===== src/rtl/timer.sv =====
// Enable-gated delay timer: counts prescaled ticks while i_enable is high and flags o_done after DELAY_CYCLES ticks.
// Optional build macro TIMER_PULSE_EN selects periodic one-clock pulses instead of a sticky level.
module timer #(
    parameter int DELAY_CYCLES = 30,
    parameter int CNT_W        = 5,
    parameter int PRESCALE     = 1,
    parameter int PRE_W        = 8
) (
    input  logic i_clock,
    input  logic i_rst_n,
    input  logic i_enable,
    output logic o_done
);

    localparam logic [CNT_W-1:0] LP_DELAY = CNT_W'(DELAY_CYCLES);
`ifdef TIMER_PULSE_EN
    localparam logic [CNT_W-1:0] LP_LAST  = CNT_W'(DELAY_CYCLES - 1);
`endif

    logic [CNT_W-1:0] r_cnt;
    logic             w_tick;

    generate
        if (PRESCALE == 1) begin : g_no_pre
            assign w_tick = i_enable;
        end else begin : g_pre
            localparam logic [PRE_W-1:0] LP_PRE_LAST = PRE_W'(PRESCALE - 1);
            logic [PRE_W-1:0] r_pre;

            assign w_tick = i_enable && (r_pre == LP_PRE_LAST);

            always_ff @(posedge i_clock or negedge i_rst_n) begin
                if (!i_rst_n) begin
                    r_pre <= '0;
                end else if (!i_enable || (r_pre == LP_PRE_LAST)) begin
                    r_pre <= '0;
                end else begin
                    r_pre <= r_pre + PRE_W'(1);
                end
            end
        end
    endgenerate

    always_ff @(posedge i_clock or negedge i_rst_n) begin
        if (!i_rst_n) begin
            r_cnt  <= '0;
            o_done <= 1'b0;
        end else if (!i_enable) begin
            r_cnt  <= '0;
            o_done <= 1'b0;
        end else if (w_tick) begin
`ifdef TIMER_PULSE_EN
            if (r_cnt == LP_LAST) begin
                r_cnt  <= '0;
                o_done <= 1'b1;
            end else begin
                r_cnt  <= r_cnt + CNT_W'(1);
                o_done <= 1'b0;
            end
`else
            // saturate at the delay; o_done stays sticky once reached
            if (r_cnt < LP_DELAY) begin
                r_cnt  <= r_cnt + CNT_W'(1);
                o_done <= ((r_cnt + CNT_W'(1)) == LP_DELAY);
            end
`endif
        end else begin
`ifdef TIMER_PULSE_EN
            o_done <= 1'b0;
`endif
        end
    end

endmodule


===== config.mk =====
export PLATFORM = sky130hd
export DESIGN_NAME = timer
export DESIGN_NICKNAME = d
export VERILOG_FILES = /design/src/rtl/timer.sv
export SDC_FILE = /design/constraint.sdc
export NUM_CORES = 1
export LEC_CHECK = 0
export BUFFER_PORTS_ARGS = -buffer_cell sky130_fd_sc_hd__buf_2
export CAP_MARGIN = 20
export CORE_AREA = 2 2 39 41
export CTS_BUF_LIST = sky130_fd_sc_hd__clkbuf_8 sky130_fd_sc_hd__clkbuf_16
export DETAILED_ROUTE_END_ITERATION = 10
export DIE_AREA = 0 0 41 43
export PLACE_DENSITY_LB_ADDON = 0.3
export SYNTH_ARGS = -nofsm -noshare
export SYNTH_HDL_FRONTEND = slang
export SYNTH_SLANG_ARGS = --single-unit

===== constraint.sdc =====
create_clock -name i_clock -period 2.8 [get_ports i_clock]
set_clock_uncertainty 0.15 [all_clocks]
set_input_delay 0.42 -clock i_clock [delete_from_list [all_inputs] [get_ports i_clock]]
set_output_delay 0.42 -clock i_clock [all_outputs]
set_load 0.01 [all_outputs]

==> Yosys cells after proc, flatten, opt, wreduce, memory -nomap -nowiden <==
Cells that the tools add are included.
{ "word_totals": {"regBits": 6, "latchBits": 0, "mem_bits_rw": 0, "mem_bits_ro": 0, "input_bits": 3, "out_inout_bits": 1, "elab_cells": 10, "memories": 0} }
{ "classes": {"add_sub_neg": 1, "multipliers": 0, "div": 0, "magnitude_cmp": 1, "n_eq_ne": 2, "shift": 0, "n_mux": 4, "n_bitwise": 0, "n_reduce_logical": 0} }
{ "op_table": {"columns": ["operator", "n"], "rows": [
  ["5-bit 2-to-1 mux", 2],
  ["5-bit by 1-bit adder with 5-bit output, second input constant", 1],
  ["5-bit equality test, second input constant", 1],
  ["5-bit < comparator, second input constant", 1],
  ["1-bit 2-to-1 mux", 2],
  ["2-bit by 1-bit inequality test with 1-bit output, second input constant", 1]
]} }

==> Depth between registers and ports, before layout <==
Gate-level depths: netlist (run 1).
{ "logic_depth": {"depth_word": 4, "ltp_mapped": 5} }

==> Least setup slack after synthesis (run 1) <==
OpenSTA, ideal clock, no wires.
{ "synth_path": {"path_kind": "register to register", "from": "register r_cnt[0]", "to": "register o_done", "setup_ns": 0.092, "arrival_time_ns": 1.227, "t_required_ns": 2.558, "slack_ns": 1.331, "path_stages_with_launch": 6, "cell_sequence": "dfrtp_1 ha_1 a21boi_1 o221ai_1 o31a_1 o31ai_2"} }
{ "synth_between": {"elab_chain_len": 4, "elab_cells_between_ends": 6, "classes_between": "add/sub (1); order compare (1); eq/ne (2); mux (2)"} }
{ "synth_rtl": {"columns": ["element", "line_no", "text"], "rows": [
  ["start, declared", "20", "logic [CNT_W-1:0] r_cnt;"],
  ["start signal, assigned", "63", "r_cnt <= r_cnt + CNT_W'(1);"],
  ["5-bit by 1-bit adder with 5-bit output", "64", "o_done <= ((r_cnt + CNT_W'(1)) == LP_DELAY);"],
  ["5-bit equality test", "64", null],
  ["1-bit 2-to-1 mux", "62", "if (r_cnt < LP_DELAY) begin"],
  ["1-bit 2-to-1 mux", "48", "end else if (!i_enable) begin"],
  ["end signal, assigned", "64", null],
  ["end, declared", "12", "output logic o_done"]
]} }
Several ways; a longest one is shown, not always the timed one. The select of a mux whose other input is x is not followed.
A chain may end at the register's enable or synchronous reset.

==> Final worst setup path (run 1) <==
Same ends and word-level chain as after synthesis.

==> summary.md, run 1 <==
| Metric | Value |
|---|---|
| Synthesized net count | 42 |
| Setup TNS | 0 ps |
| Gr usage total | 0.0971 |
| Slew Viols, Final | 0 |
| Syn_area_per_cell | 9.57 um2 |
| DIE HEIGHT | roughly 43 um |
| # diodes | 0 |
| Drt first-iter violations | 3 |
| Clk_lat worst skew | about 220 ps |
| Average routed wire per standard cell | 10.6 um |
| Most frequent cell after synthesis | dfrtp_1 |
| Number of synthesized register bits | 6 |
| Routed Antenna Nets | 0 |
| Top post-synthesis cells by area | dfrtp_1 (42%), ha_1 (7.1%), nand3_1 (5.7%) |
| Largest stage delay, worst path | about 430 ps |
| Crit path DAT | 1540 ps |
| Area delta synth->final | 21.2% |
| Overall power | 0.000242 W |
| Max clock buf depth | 2 |
| Sink Count | 6 |
| Layout cell share with drive strength beyond 1 | 0.163 |
| P_leak | 0.194 nW |
| Total routed wirelength | 625 um |
| Peak Freq | around 0.64 GHz |
| Core Area | 1380 um2 |
| VDD IR max | 0.000301 V |
| Post-synth cell types | 22 |
| Footprint of the multi-input gates | 181 um2 |
| Largest net degree at the start of global routing | 9 |
| Top_reg_cell synth | dfrtp_1 |
| Post-synthesis sequential area ratio | 0.424 |
| Slowest-stage cell, CP | dfrtp_1 |
| Initial Util | 0.256 |
| Cell breakdown of the critical path | ha_1 > a21boi_1 > o221ai_1 > o31a_1 > o31ai_2 |
| Global-route wire length before repair | between 1000 and 1500 um |
| Final setup fails | 0 |
| Async set-reset flop share out of synthesis | 1.00 |
| Minimum clock period | approximately 1600 ps |
| Vias in the first global route | ~270 |
| Final-report hold violation count | 0 |
| Worst Setup End Kind | flip-flop |
| Status | complete, no violations |
| Fin crit share | 0.556 |
| Unrepaired setup endpoints after global routing | no |
| Worst slew pin tran | about 320 ps |
| I/O pins | 4 |
| Cell taking the most area after synthesis | dfrtp_1 |
| WP data required | 2780 ps |
| Total congestion overflow | 0 |
| Filler cell count | about 140 |
| Initial antenna violation count | 0 |
| Synth warnings | 0 |
| Startpoint Class | flip-flop |
| Drt first pass iters | 2 |
| Top Family by Delay on Critical Path | compound AO/OA/AOI/OAI gates |
| Post-Syn Area | 354 um2 |
| Worst hold path type | primary input to flip-flop |
| Max-capacitance violation count | 0 |
| Row count | 14 |
| CTS Root Cell | clkbuf_8 |
| Sequential cell area | 150 um2 |
| CTS tree | done |
| Mapped Cells | 37 |
| Via count | ~280 |
| Placed wire-length estimate | 452 um |
| Die area | ~1800 um2 |
| Critical path class | flip-flop to flip-flop |
| CP max FO | 7 |
| Nets | 50 |
| DIE WIDTH | ~41 um |
| GPL Wtd Cong | 0.757 |
| Post-CTS Repair Setup Buffers | 0 |
| Worst-path clk slew | 40 ps |
| Max_slew headroom | 0.786 |
| Residual DRC count | 0 |
| Num CTS Buffers | 3 |
| Post-synth top area share | 0.424 |
| PwrDens | between 500 and 600 nW/um2 |
| EDFF count, synth | 0 |
| Htree depth | 1 |
| DR vias/cell | approximately 4.7 |
| Port buffer count | 3 |
| PostCTS Resize Cnt | 0 |
| Buf/Inv on CP | 0 |
| Top cells by count, synth | dfrtp_1 (6), nand2_1 (4), nand3_1 (4) |
| Hold_buf cts | 1 |
| Post-layout util | 0.310 |
cell usage in the layout (no fill, tap or decap), drive strengths merged:
cell / instances
clkbuf: 3
dlygate4sd3: 1
nand2: 4
dfrtp: 6
a31oi: 1
nor3: 2
a21boi: 1
o221ai: 1
nor3b: 1
xor2: 1
nor2: 1
o22ai: 1
o21ai: 1
a21o: 1
nand2b: 1
nand3: 4
ha: 2
buf: 3
and3b: 1
a211oi: 1
nor2b: 1
inv: 3
o31ai: 1
o31a: 1
per-stage QoR:
stage | std cells | area [um2] | hold slack [ps] | setup WS [ps]
floorplan | 37 | 354 | -25.6 | 1330
global placement | 55 | 378 | 104 | 1250
detailed placement | 55 | 378 | 106 | 1250
CTS | 59 | 429 | 318 | 1240
global route | 59 | 429 | 326 | 1150
finish | 59 | 429 | 321 | 1240
layer usage:
layer,vias to the layer above,part of all wire,global-route usage
li1,144,-,-
met1,130,0.51,0.118
met2,3,0.44,0.131
met3,2,0.022,0.0314
met4,0,0.030,0.0800
met5,-,0,0
sequential cells by signal, indices dropped and copies added, names as in the netlist:
signal,flops
r_cnt,5
o_done,1
cells by family after synthesis:
family / Yosys count / share of synthesized area
adder cells (fa/ha/maj): 2 / 0.0707
buffers and inverters: 4 / 0.0636
AND/OR/NAND/NOR: 15 / 0.219
flip-flops: 6 / 0.424
XOR/XNOR: 1 / 0.0247
AO/OA/AOI/OAI: 9 / 0.198
where the power goes:
part	internal (W)	leakage, nW	switching [W]
clock network	0.0000923	0.0216	0.0000369
logic	0.00000701	0.0913	0.00000825
registers	0.0000908	0.0812	0.00000656
total	0.000190	0.194	0.0000517
cell type report:
class | count | area share
multi-input combinational | 27 | 0.423
sequential | 6 | 0.350
inverter | 3 | 0.0262
tap | 16 | 0.0466
timing repair buffer | 4 | 0.0583
clock buffer | 3 | 0.0962
worst reg2reg max path: cells and delay by family (launching register included):
family | cells | cell delay (ps)
compound gates | 4 | 610
fa+ha+maj | 1 | 270
flops | 1 | 430
final timing paths:
path	start	end	slack [ps]	cells after the start
max in group asynchronous	i_rst_n	r_cnt[4]$_DFFE_PN0P_	1930	2
min	i_enable	r_cnt[2]$_DFFE_PN0P_	320	2
max	r_cnt[0]$_DFFE_PN0P_	o_done$_DFFE_PN0P_	1240	5
max reg2reg	r_cnt[0]$_DFFE_PN0P_	o_done$_DFFE_PN0P_	1240	5
min in group asynchronous	i_rst_n	r_cnt[2]$_DFFE_PN0P_	420	2
min reg2reg	o_done$_DFFE_PN0P_	o_done$_DFFE_PN0P_	340	2
(Power assumes the default switching activity.)
==> run 2, diff against run 1 <==
--- a/config.mk
+++ b/config.mk
@@ -5,6 +5,7 @@
 export SDC_FILE = /design/constraint.sdc
 export NUM_CORES = 1
 export LEC_CHECK = 0
+export ABC_AREA = 1
 export BUFFER_PORTS_ARGS = -buffer_cell sky130_fd_sc_hd__buf_2
 export CAP_MARGIN = 20
 export CORE_AREA = 2 2 39 41
==> constraint.sdc (replaced) <==
create_clock -name i_clock -period 1.5 [get_ports i_clock]
set_clock_uncertainty 0.15 [all_clocks]
set_input_delay 0.225 -clock i_clock [delete_from_list [all_inputs] [get_ports i_clock]]
set_output_delay 0.225 -clock i_clock [all_outputs]
set_load 0.01 [all_outputs]
==> run 2 against run 1 <==
Largest cell class unchanged. Sequential power rose by 82%. Sequential share of layout area rose by 0.94 points. Combinational power rose by 74%. Highest routed layer unchanged. First-iteration DRC count rose by 67%. Flip-flop and latch count did not move. Utilization fell by 0.81 points. Via count fell by 7.2%. Non-clock buffer count did not move. Count of clock-buffer cells in the layout did not move. Critical endpoint unchanged. Critical path type unchanged. Critical path depth rose by 2.
==> summary.md, run 2 <==
| Metric | Value |
|---|---|
| Buf/Inv on CP | 0 (unchanged) |
| Drt first-iter violations | 5 (+2) |
| Sink Count | 6 (unchanged) |
| Critical path class | flip-flop to flip-flop |
| Number of synthesized register bits | 6 (unchanged) |
| Core Area | 1380 um2 (unchanged) |
| Post-synth top area share | 0.453 (+0.0288) |
| DR vias/cell | 4.11 (-13%) |
| Area post-placement | 367 um2 (-3.0%) |
| Post-CTS Repair Setup Buffers | 0 (unchanged) |
| Synth warnings | 0 (unchanged) |
| PwrDens | 1070 nW/um2 (+89%) |
| Status | complete, no violations |
| Final-report hold violation count | 0 (unchanged) |
| Total congestion overflow | 0 (unchanged) |
| Initial Util | 0.240 (-0.0163) |
| Worst hold path type | primary input to flip-flop |
| Hold_buf cts | 1 (unchanged) |
| Most common cell after layout, fill and taps aside | nand2_1 |
| GPL Wtd Cong | 0.687 (-9.3%) |
| Via count | 259 (-7.2%) |
| Routed Antenna Nets | 0 (unchanged) |
| Worst Setup End Kind | flip-flop |
| Port buffer count | 3 (unchanged) |
| WP data required | 1460 ps (-1320 ps) |
| Average routed wire per standard cell | 9.67 um (-8.7%) |
| Initial antenna violation count | 0 (unchanged) |
| Crit path DAT | 1250 ps (-290 ps) |
| DIE WIDTH | 41 um (unchanged) |
| Fin crit share | 0.858 (+0.302) |
| Gr usage total | 0.105 (+0.00788) |
| Largest stage delay, worst path | 420 ps (about the same) |
| Largest register FFs | 5 (unchanged) |
| Startpoint Class | flip-flop |
| Total routed wirelength | 609 um (-2.6%) |
| Slowest-stage cell, CP | dfrtp_1 |
| Layout cell share with drive strength beyond 1 | 0.213 (+0.0500) |
| Final Cell Area | 418 um2 (-2.6%) |
| P_leak | 0.209 nW (+7.6%) |
| Post-synthesis sequential area ratio | 0.453 (+0.0288) |
| Biggest register | r_cnt |
| Mapped Cells | 40 (+8.1%) |
| Largest net degree at the start of global routing | 7 (-2) |
| Synthesized net count | 45 (+7.1%) |
| I/O pins | 4 (unchanged) |
| Max clock buf depth | 2 (unchanged) |
| Syn_area_per_cell | 8.29 um2 (-13%) |
| PostCTS Resize Cnt | 0 (unchanged) |
| Nets | 54 (+8.0%) |
| Filler cell count | 145 (+5.1%) |
| Global-route wire length before repair | 1100 um (-0.63%) |
| Non-filler cells, final | 63 (+6.8%) |
| Worst-path clk slew | 30 ps (about the same) |
| Top flop regs | r_cnt: 5 flops, o_done: 1 flops |
| CTS Root Cell | clkbuf_8 |
| Max_slew headroom | 0.888 (+0.102) |
| Unrepaired setup endpoints after global routing | no |
| Top_reg_cell synth | dfrtp_1 |
| Placed insts | 59 (+7.3%) |
| Clk_lat worst skew | 220 ps (about the same) |
| Top Family by Delay on Critical Path | flip-flops |
| VDD IR max | 0.000337 V (+12%) |
| Num CTS Buffers | 3 (unchanged) |
| Placed wire-length estimate | 471 um (+4.1%) |
| CP max FO | 5 (-2) |
| Final setup fails | 0 (unchanged) |
| CTS tree | done |
| Row count | 14 (unchanged) |
| Top cells by count, synth | nand2_1 (10), dfrtp_1 (6), inv_1 (6) |
| WHS | 122 ps (-199 ps) |
| Worst slew pin tran | 166 ps (-154 ps) |
| Post-Syn Area | 332 um2 (-6.4%) |
| Peak Freq | 0.777 GHz (+21%) |
| Max-capacitance violation count | 0 (unchanged) |
| Post-synth cell types | 13 (-41%) |
| Area delta synth->final | 26.0% |
| Vias in the first global route | 261 (-3.0%) |
| Most frequent cells in the layout | nand2_1 (10), inv_1 (6), dfrtp_1 (6) |
| Cell breakdown of the critical path | ha_1 > nand3_1 > nand2_1 > nand2_1 > nor2_1 > nand3_1 > nand2_1 |
| Die area | 1760 um2 (unchanged) |
| # diodes | 0 (unchanged) |
| EDFF count, synth | 0 (unchanged) |
| Cell taking the most area after synthesis | dfrtp_1 |
| Minimum clock period | 1290 ps (-269 ps) |
| DIE HEIGHT | 43 um (unchanged) |
| Htree depth | 1 (unchanged) |
| Most used cell, CP | nand2_1 |
| Slew Viols, Final | 0 (unchanged) |
| Async set-reset flop share out of synthesis | 1.00 (unchanged) |
| Most frequent cell after synthesis | nand2_1 |
| Setup TNS | 0 ps (unchanged) |
| Drt first pass iters | 4 (+2) |
| Top post-synthesis cells by area | dfrtp_1 (45%), nand2_1 (11%), ha_1 (7.5%) |
| Residual DRC count | 0 (unchanged) |
[run 2: cell count changes in the layout (fill, tap and decap cells not counted), sizes merged, moves of 2 or more]
cell   delta
nor3      -2
nand2     +6
nor2      +3
nand3     +2
o21ai     +2
inv       +4
[run 2: worst min-delay path, cell delays in order]
cell and delay [ps]:
buf_2 130, nand2_1 60, nand2_1 50
[run 2: logic make-up (layout without fill, tap and decap cells)]
logic type	count (synthesis)	in the layout	share of synthesized area
and+or+nand+nor	20	20	0.287
adders and majority gates	2	2	0.0755
buffers and inverters	7	14	0.0792
DFF	6	6	0.453
AOI/OAI and AO/OA	4	4	0.0793
xor gates and xnor gates	1	1	0.0264
[run 2: metrics by stage]
step	setup WS [ps]	total power (W)	utilization
finish	213	0.000446	0.302
global route	67.2	0.000478	0.302
CTS	206	0.000457	0.302
detailed placement	213	0.000205	0.265
global placement	216	0.000205	0.265
floorplan	268	0.000193	-
[run 2: metal layers]
layer / part of all wire / global-route usage
met5: 0 / 0
met2: 0.40 / 0.122
met4: 0.069 / 0.140
met1: 0.47 / 0.114
met3: 0.062 / 0.0471
[run 2: layout make-up]
| cell class | instances | area [um2] | area share |
|---|---|---|---|
| multi-input cells | 27 | 155 | 0.371 |
| clock buffers | 3 | 41.3 | 0.0988 |
| repair buffers | 4 | 25.0 | 0.0599 |
| flip-flops and latches | 6 | 150 | 0.359 |
| well taps | 16 | 20.0 | 0.0479 |
| inverters | 7 | 26.3 | 0.0629 |
[run 2: power by group]
part	internal [W]	leakage [nW]	switching, W
registers	0.000169	0.0813	0.00000776
logic	0.0000118	0.106	0.0000148
clock network	0.000172	0.0216	0.0000699
[run 2: path summary, 6_finish.rpt]
kind,startpoint,slack [ps],to,cells past startpoint
worst min-delay path,i_enable,120,r_cnt[3]$_DFFE_PN0P_,3
worst max-delay path,r_cnt[0]$_DFFE_PN0P_,210,o_done$_DFFE_PN0P_,7
worst max register to register,r_cnt[0]$_DFFE_PN0P_,210,o_done$_DFFE_PN0P_,7
worst min register to register,o_done$_DFFE_PN0P_,320,o_done$_DFFE_PN0P_,2
max in group asynchronous,i_rst_n,850,r_cnt[1]$_DFFE_PN0P_,2
min in group asynchronous,i_rst_n,200,r_cnt[2]$_DFFE_PN0P_,2
==> run 3, diff against run 2 <==
==> constraint.sdc (replaced) <==
create_clock -name i_clock -period 1.07 [get_ports i_clock]
set_clock_uncertainty 0.15 [all_clocks]
set_input_delay 0.1605 -clock i_clock [delete_from_list [all_inputs] [get_ports i_clock]]
set_output_delay 0.1605 -clock i_clock [all_outputs]
set_load 0.01 [all_outputs]
==> run 3 against run 2 <==
The run now ends with negative setup slack left. Final area increased by 29%. Largest cell class unchanged. Clock power up 39%. Largest power group unchanged. Routed wire length grew 22%. Worst hold slack improved by 26 ps. Highest routed layer unchanged. Setup slack got worse by 390 ps.
==> summary.md, run 3 (synthesized netlist as in run 2, its figures left out) <==
| Metric | Value |
|---|---|
| Htree depth | 1 (unchanged) |
| Top flop regs | r_cnt: 5 flops, o_done: 1 flops |
| Largest register FFs | 5 (unchanged) |
| P_leak | 0.254 nW (+22%) |
| Met1 usage | 0.117 (+0.00250) |
| Drt first-iter violations | 5 (unchanged) |
| Vias in the first global route | 277 (+6.1%) |
| Die area | 1760 um2 (unchanged) |
| Critical path class | flip-flop to flip-flop |
| Layout cell share with drive strength beyond 1 | 0.473 (+0.260) |
| Row count | 14 (unchanged) |
| Most common cell after layout, fill and taps aside | nand2_1 |
| GRT Max-Usage Layer | met2 |
| Via count | 306 (+18%) |
| Global-route wire length before repair | 1160 um (+5.7%) |
| Failing checks | negative setup slack |
| Worst hold path type | primary input to async pin |
| Final-report hold violation count | 0 (unchanged) |
| DR vias/cell | 4.31 (+4.8%) |
| Nets | 62 (+15%) |
| Max-capacitance violation count | 0 (unchanged) |
| CP max FO | 6 (+1) |
| Area post-placement | 407 um2 (+11%) |
| Gr usage total | 0.110 (+0.00482) |
| Unrepaired setup endpoints after global routing | yes |
| Initial Util | 0.240 (unchanged) |
| Met2 GRT Util | 0.144 (+0.0219) |
| Slew Viols, Final | 0 (unchanged) |
| Core Area | 1380 um2 (unchanged) |
| DIE HEIGHT | 43 um (unchanged) |
| GPL Wtd Cong | 0.657 (-4.4%) |
| CTS tree | done |
| Area delta synth->final | 63.0% |
| Sink Count | 6 (unchanged) |
| Crit path DAT | 1210 ps (-40 ps) |
| CTS Root Cell | clkbuf_8 |
| Routed Antenna Nets | 0 (unchanged) |
| Post-route setup slack | -176 ps (-389 ps) |
| Peak Freq | 0.803 GHz (+3.3%) |
| Drt first pass iters | 2 (-2) |
| Worst slew pin tran | 192 ps (+26.3 ps) |
| VDD IR max | 0.000409 V (+22%) |
| Met3 Track Usage GR | 0.0314 (-0.0157) |
| Clk_lat worst skew | 220 ps (about the same) |
| Post-layout util | 0.391 (+0.0886) |
| Final Cell Area | 541 um2 (+29%) |
| Minimum clock period | 1250 ps (-41.5 ps) |
| WP data required | 1030 ps (-430 ps) |
| Total congestion overflow | 0 (unchanged) |
| PwrDens | 1260 nW/um2 (+18%) |
| Largest net degree at the start of global routing | 7 (unchanged) |
| Port buffer count | 3 (unchanged) |
| Final setup fails | 6 (+6) |
| I/O pins | 4 (unchanged) |
| Status | finished with violations |
| Biggest register | r_cnt |
| DIE WIDTH | 41 um (unchanged) |
| Most frequent cells in the layout | nand2_1 (10), inv_1 (5), dfrtp_1 (5), buf_4 (5) |
| Max_slew headroom | 0.872 (-0.0164) |
| Fin crit share | 1.16 (+0.306) |
| Placed wire-length estimate | 497 um (+5.6%) |
| Num CTS Buffers | 3 (unchanged) |
| Startpoint Class | flip-flop |
| # diodes | 0 (unchanged) |
| Total routed wirelength | 742 um (+22%) |
| Post-Place Setup Slack | -185 ps (-399 ps) |
| Max clock buf depth | 2 (unchanged) |
| Residual DRC count | 0 (unchanged) |
| Worst Setup End Kind | flip-flop |
| Worst-path clk slew | 40 ps (about the same) |
| Initial antenna violation count | 0 (unchanged) |
| Average routed wire per standard cell | 10.5 um (+8.1%) |
-- run 3: cell types whose count changed in the layout (fill, tap and decap cells not counted), sizes merged --
cell	delta
buf	+8
-- run 3: final cells by class --
type	count	area [um2]
Multi-Input combinational cell	27	200
Clock buffer	3	41.3
Timing Repair Buffer	12	96.3
Inverter	7	31.3
Fill cell	144	843
Tap cell	16	20.0
Sequential cell	6	151
-- run 3: routing by layer --
layer  wire length (um)  vias to the layer above
met5                  0                        -
met4                 19                        0
li1                   -                      156
met1                335                      145
met3                 10                        2
met2                377                        3
-- run 3: final timing paths --
check	from	to	slack, ps	cells past startpoint
setup reg to reg	r_cnt[1]$_DFFE_PN0P_	r_cnt[0]$_DFFE_PN0P_	-180	5
min in group i_clock	i_enable	r_cnt[3]$_DFFE_PN0P_	150	4
setup / recovery	r_cnt[1]$_DFFE_PN0P_	r_cnt[0]$_DFFE_PN0P_	-180	5
hold / removal	i_rst_n	r_cnt[0]$_DFFE_PN0P_	150	2
max in group asynchronous	i_rst_n	r_cnt[1]$_DFFE_PN0P_	460	2
hold reg to reg	o_done$_DFFE_PN0P_	o_done$_DFFE_PN0P_	320	2
-- run 3: report_power, final --
part / switching, W / total, W / leakage, nW / internal [W]
sequential: 0.0000149 / 0.000253 / 0.0798 / 0.000238
clock: 0.0000943 / 0.000336 / 0.0216 / 0.000241
combinational: 0.0000391 / 0.0000909 / 0.152 / 0.0000518
-- run 3: timing repair --
action | in CTS | in global routing
endpoints found under the hold margin | 6 | 0
pin swaps | 5 | 4
gates resized for setup | 3 | 9
gates cloned | 0 | 0
setup endpoints to repair | 6 | 7
buffers inserted | 2 | 2
hold buffers | 1 | 0
-- run 3: critical path, cell delays in order (launching register included) --
cell and delay (ps):
dfrtp_2 410, buf_6 120, nand2_1 80, nor2_4 150
inv_4 70, o21a_1 160
-- run 3: through the flow --
stage                     TNS (ps)  hold slack (ps)  total power [W]  instances
final                         -771              148         0.000680         71
after global placement        -479             -155         0.000295         63
after CTS                     -585              139         0.000658         69
after global routing         -1080              164         0.000723         71
after detailed placement      -528             -152         0.000295         63
after floorplan               -222             -285         0.000272         40
